### src/rtl/gp_timer_scheduler.sv
// Round-robin scheduler sharing one COUNT8/COUNT14-style down-counter among NUM_REQ requesters.
// Define GP_TIMER_SCHED_PRIO_EN to give requester 0 absolute priority at arbitration.
module gp_timer_scheduler #(
  parameter int NUM_REQ = 4,
  parameter int WIDTH   = 14,
  localparam int IDX_W  = $clog2(NUM_REQ)
) (
  input  logic                     CLK,
  input  logic                     RST,
  input  logic [NUM_REQ-1:0]       REQ,
  input  logic                     HOLD,
  input  logic [NUM_REQ*WIDTH-1:0] TIMEOUT,
  output logic [NUM_REQ-1:0]       GNT,
  output logic [IDX_W-1:0]         GNT_ID,
  output logic [NUM_REQ-1:0]       DONE,
  output logic                     ABORT,
  output logic                     BUSY,
  output logic [WIDTH-1:0]         COUNT,
  output logic                     EXPIRE,
  output logic [1:0]               dbg_state_o
);

  typedef enum logic [1:0] {S_IDLE = 2'd0, S_COUNT = 2'd1, S_GAP = 2'd2} state_t;

  localparam logic [NUM_REQ-1:0] GNT_LSB = NUM_REQ'(1);
  localparam logic [IDX_W-1:0]   LAST_ID = IDX_W'(NUM_REQ - 1);

  state_t               state_q;
  logic [IDX_W-1:0]     ptr_q;
  logic [NUM_REQ-1:0]   gnt_q;
  logic [IDX_W-1:0]     gnt_id_q;
  logic [NUM_REQ-1:0]   done_q;
  logic                 abort_q;
  logic [WIDTH-1:0]     count_q;

  logic                 sel_valid_d;
  logic [IDX_W-1:0]     sel_idx_d;
  logic [WIDTH-1:0]     sel_tmo_d;
  logic [IDX_W-1:0]     ptr_d;

  // Walk offsets from highest to lowest so the nearest set bit at or after ptr wins.
  always_comb begin
    sel_valid_d = 1'b0;
    sel_idx_d   = '0;
    for (int k = NUM_REQ - 1; k >= 0; k--) begin
      int j;
      j = int'(ptr_q) + k;
      if (j >= NUM_REQ) j = j - NUM_REQ;
      if (REQ[j]) begin
        sel_valid_d = 1'b1;
        sel_idx_d   = IDX_W'(j);
      end
    end
`ifdef GP_TIMER_SCHED_PRIO_EN
    if (REQ[0]) begin
      sel_valid_d = 1'b1;
      sel_idx_d   = '0;
    end
`endif
  end

  assign sel_tmo_d = TIMEOUT[sel_idx_d*WIDTH +: WIDTH];
  assign ptr_d     = (gnt_id_q == LAST_ID) ? '0 : gnt_id_q + IDX_W'(1);

  always_ff @(posedge CLK or posedge RST) begin
    if (RST) begin
      state_q  <= S_IDLE;
      ptr_q    <= '0;
      gnt_q    <= '0;
      gnt_id_q <= '0;
      done_q   <= '0;
      abort_q  <= 1'b0;
      count_q  <= '0;
    end else begin
      done_q  <= '0;
      abort_q <= 1'b0;
      case (state_q)
        S_IDLE: begin
          if (sel_valid_d) begin
            gnt_q    <= GNT_LSB << sel_idx_d;
            gnt_id_q <= sel_idx_d;
            count_q  <= sel_tmo_d;
            state_q  <= S_COUNT;
          end
        end
        S_COUNT: begin
          // A dropped request beats expiry; the counter keeps its value on abort.
          if (!REQ[gnt_id_q]) begin
            gnt_q   <= '0;
            abort_q <= 1'b1;
            ptr_q   <= ptr_d;
            state_q <= S_GAP;
          end else if (count_q == '0) begin
            gnt_q   <= '0;
            done_q  <= gnt_q;
            ptr_q   <= ptr_d;
            state_q <= S_GAP;
          end else if (!HOLD) begin
            count_q <= count_q - WIDTH'(1);
          end
        end
        S_GAP:   state_q <= S_IDLE;
        default: state_q <= S_IDLE;
      endcase
    end
  end

  assign GNT         = gnt_q;
  assign GNT_ID      = gnt_id_q;
  assign DONE        = done_q;
  assign ABORT       = abort_q;
  assign BUSY        = (state_q == S_COUNT);
  assign COUNT       = count_q;
  assign EXPIRE      = BUSY && (count_q == '0);
  assign dbg_state_o = state_q;

endmodule

### config.mk
export PLATFORM = sky130hd
export DESIGN_NAME = gp_timer_scheduler
export DESIGN_NICKNAME = d
export VERILOG_FILES = /design/src/rtl/gp_timer_scheduler.sv
export SDC_FILE = /design/constraint.sdc
export NUM_CORES = 1
export LEC_CHECK = 0
export BUFFER_PORTS_ARGS = -buffer_cell sky130_fd_sc_hd__buf_2
export CAP_MARGIN = 20
export CORE_MARGIN = 3
export CORE_UTILIZATION = 50
export CTS_CLUSTER_DIAMETER = 30
export DETAILED_ROUTE_END_ITERATION = 6
export PLACE_DENSITY = 0.88
export SLEW_MARGIN = 20
export SYNTH_ARGS = -nofsm -noshare
export SYNTH_HDL_FRONTEND = slang
export SYNTH_SLANG_ARGS = --single-unit
### constraint.sdc
create_clock -name CLK -period 6.79 [get_ports CLK]
set_clock_uncertainty 0.15 [all_clocks]
set_input_delay 0.3395 -clock CLK [delete_from_list [all_inputs] [get_ports CLK]]
set_output_delay 0.3395 -clock CLK [all_outputs]
set_load 0.02 [all_outputs]
==> results.py <==
metrics = {
    "outcome": {
        "status": "complete, but fails checks",
        "failed_checks": "hold timing",
    },
    "sta": {
        "finalCriticalPeriod_ns": 2.547,
        "drv_slew": 0,
        "setup_viol": 0,
        "slew_headroom_pct": 54.34,
        "finalSetupTns_ns": 0,
        "worstMarginPinSlew_ns": 0.6791,
        "max_freq_mhz": 392.7,
        "finalHoldViolations": 29,
        "period_share_pct": 37.50,
        "whs_ns": -0.03442,
        "rsz0062_at_grt": "false",
    },
    "global_route": {
        "first_global_vias": 2016,
        "grt_pass1_wl_microns": 9611,
        "grt_max_degree": 30,
        "antenna_found_initial": 0,
        "track_usage_pct": 24.32,
        "overflow": 0,
    },
    "clock_network": {
        "cts_resized": 0,
        "cts_setup_buffers": 0,
        "clk-insertion-delay-late_ns": 0.29,
        "cts_buffers": 5,
        "cts.sinks": 29,
        "cts-root-buf": "clkbuf_8",
        "hold_buffers": 0,
        "cts_tree": "built",
        "clockBufferDepth": 2,
        "htree_levels": 2,
        "clk_pin_slew_ns": 0.07,
    },
    "floorplanning": {
        "die_width_microns": 69.97,
        "rows": 22,
        "io_pins": 92,
        "dieArea_sq_um": 4895,
        "core_sq_um": 3799,
        "die_height_microns": 69.97,
        "start_util_pct": 53.85,
    },
    "place": {
        "dp.final_hpwl_microns": 4628,
        "port_buffers": 91,
        "routabilityCongestion": 0.9420,
    },
    "power_and_ir_drop": {
        "leakagePower_nw": 1.304,
        "ir_drop_v": 0.0001958,
        "powerDensity_nw_per_um2": 466.3,
    },
    "drt": {
        "ant_nets": 0,
        "dr.pass1.iters": 7,
        "wl_per_cell_microns": 16.55,
        "vias": 2165,
        "viasPerCell": 5.964,
        "drc_errors": 0,
        "drt-initial-drc-count": 178,
        "finalWirelength_microns": 6009,
    },
    "yosys": {
        "dominantRegCellSynth": "dfrtp_1",
        "synth_compound_area_share_pct": 21.83,
        "yosys_warnings": 0,
        "syn_inst": 224,
        "synth_edf_count": 0,
        "ys_ff_latch": 29,
        "syn_area_sq_um": 2046,
        "synth_fa_ha_area_share_pct": 1.835,
        "synth_cell_types": 53,
        "synth-simple-area-share_pct": 22.57,
        "synth_xor_area_share_pct": 0,
        "avgSynthCellArea_sq_um": 9.133,
        "ys_top_cells_by_area": "dfrtp_1, mux2i_1, nor2_1",
        "syn-num-nets": 290,
        "synth.mux.area_fraction_pct": 13.21,
        "synth_top_cell_area_share_pct": 35.47,
        "synth_top_family_by_area": "simple AND/OR/NAND/NOR gates",
        "synth_largest_area_cell": "dfrtp_1",
        "ys_seq_area_share_pct": 35.47,
        "async_flop_share_pct": 100.0,
    },
    "setup_path": {
        "start_kind": "flip-flop",
        "cp_slowest_cell": "dfrtp_1",
        "reg2reg_slack_ns": 4.33,
        "cp.required_ns": 6.30,
        "worstPathArrival_ns": 2.06,
        "crit_fanout": 9,
        "rr_startpoint": "GNT_ID[0]$_DFFE_PP0P_",
        "critPathLaunch": "COUNT[6]$_DFFE_PP0P_",
        "path_cells": "nor4_4, nand2_1, or2_2, nor2_1, buf_2",
        "critPathCaptureType": "primary output",
        "cpPeakStageDelay_ns": 0.48,
        "crit_type": "reg -> out",
    },
    "flow_run": {
        "cap_violations": 0,
    },
    "finish": {
        "drive_gt1_share_pct": 35.24,
        "fillers": 303,
        "area_delta_synth_final_pct": 27.09,
        "diodes": 0,
        "final_nets": 380,
    },
    "worst_hold_path": {
        "hp-class": "in -> async",
    },
}
synthesized netlist by cell type (all sizes together) (3+ instances only):
library cell / number
a211o: 6
or2: 3
nand3: 8
and2: 4
mux2i: 21
o211ai: 3
o31ai: 4
nand2: 17
nor3b: 3
nor2: 21
mux2: 3
o21ai: 13
a21oi: 6
clkbuf: 4
dfrtp: 29
o221ai: 5
or3: 4
o22ai: 8
ha: 3
nor2b: 6
nor3: 6
a221oi: 3
nor4: 4
inv: 8
buf: 5
power breakdown:
part / internal [W] / switching (W) / total [W] / leakage [nW]
Combinational: 0.000276 / 0.000416 / 0.000692 / 0.891
Sequential: 0.000249 / 0.000113 / 0.000362 / 0.359
Clock: 0.0000914 / 0.0000667 / 0.000158 / 0.0542
Total: 0.000617 / 0.000596 / 0.00121 / 1.30
metal layers:
metal,up-vias,routed length [microns],GRT usage [%]
li1,1033,-,-
met3,14,529,3.597
met2,115,2810,40.08
met5,-,0,0
met4,0,106,8.511
met1,1003,2563,32.43
registers in the layout (all words and copies together), names as in the netlist:
signal and count:
GNT_ID 2, dbg_state_o 2, ptr_q 2, COUNT 14, GNT 4, DONE 4, ABORT 1
through the flow:
stage / area (sq um) / total power, W / setup WS [ns] / std cells / utilization (%)
final: 2600 / 0.001212 / 4.243 / 363 / 68.45
after global routing: 2600 / 0.001295 / 4.093 / 363 / 68.45
after CTS: 2600 / 0.001210 / 4.240 / 363 / 68.45
after detailed placement: 2499 / 0.001049 / 4.291 / 355 / 65.78
after global placement: 2499 / 0.001035 / 4.365 / 355 / 65.78
after floorplan: 2046 / 0.0008645 / 4.464 / 224 / -
worst max-delay path: cells and delay by family, from the launching register on:
| kind | cells | cell delay, ns |
|---|---|---|
| buffers and inverters | 1 | 0.17 |
| flip-flops | 1 | 0.48 |
| AND/OR/NAND/NOR | 4 | 1.12 |
path summary, 6_finish.rpt:
path | to | depth (start not counted)
max in group asynchronous | COUNT[4]$_DFFE_PP0P_ | 2
worst min-delay path | ptr_q[0]$_DFFE_PP0P_ | 2
worst max-delay path | EXPIRE | 5
worst min register to register | DONE[0]$_DFF_PP0_ | 1
worst max register to register | COUNT[6]$_DFFE_PP0P_ | 6
min in group CLK | COUNT[11]$_DFFE_PP0P_ | 3
area by class of cell:
| cell class | count | area, sq um | share of cell area, % |
|---|---|---|---|
| clock buffer | 7 | 96.34 | 3.705 |
| clock inverter | 1 | 5.005 | 0.1925 |
| inverter | 9 | 33.78 | 1.299 |
| multi-input combinational | 177 | 1216 | 46.78 |
| sequential | 29 | 725.7 | 27.91 |
| tap | 48 | 60.06 | 2.310 |
| timing repair buffer | 92 | 462.9 | 17.81 |
placed cells by master (no fill, tap or decap), types with 2 or more instances in the layout:
cell type	n
mux2_2	3
nor2_1	21
ha_1	3
nor3_1	6
nand3_1	8
dfrtp_1	29
clkbuf_8	7
nand2_1	16
o22ai_1	8
o221ai_1	5
o22a_1	2
o31ai_1	4
inv_1	7
nand4_1	2
or3_1	4
mux2i_1	21
a211oi_1	2
buf_2	91
a211o_1	6
a221oi_1	3
o211ai_1	3
o211a_1	2
a21oi_1	6
nor2b_1	6
nand2b_1	2
nor3b_1	3
o21ai_0	12
or2_2	3
nor4_1	3
and2_1	4
cell families (layout without fill, tap and decap cells):
kind of cell	Yosys count	in the layout
adders and majority gates	3	3
buffers and inverters	18	109
and+or+nand+nor	86	86
AOI/OAI and AO/OA	63	63
muxes	25	25
DFF	29	29
Power figures use the tool's default switching activity.
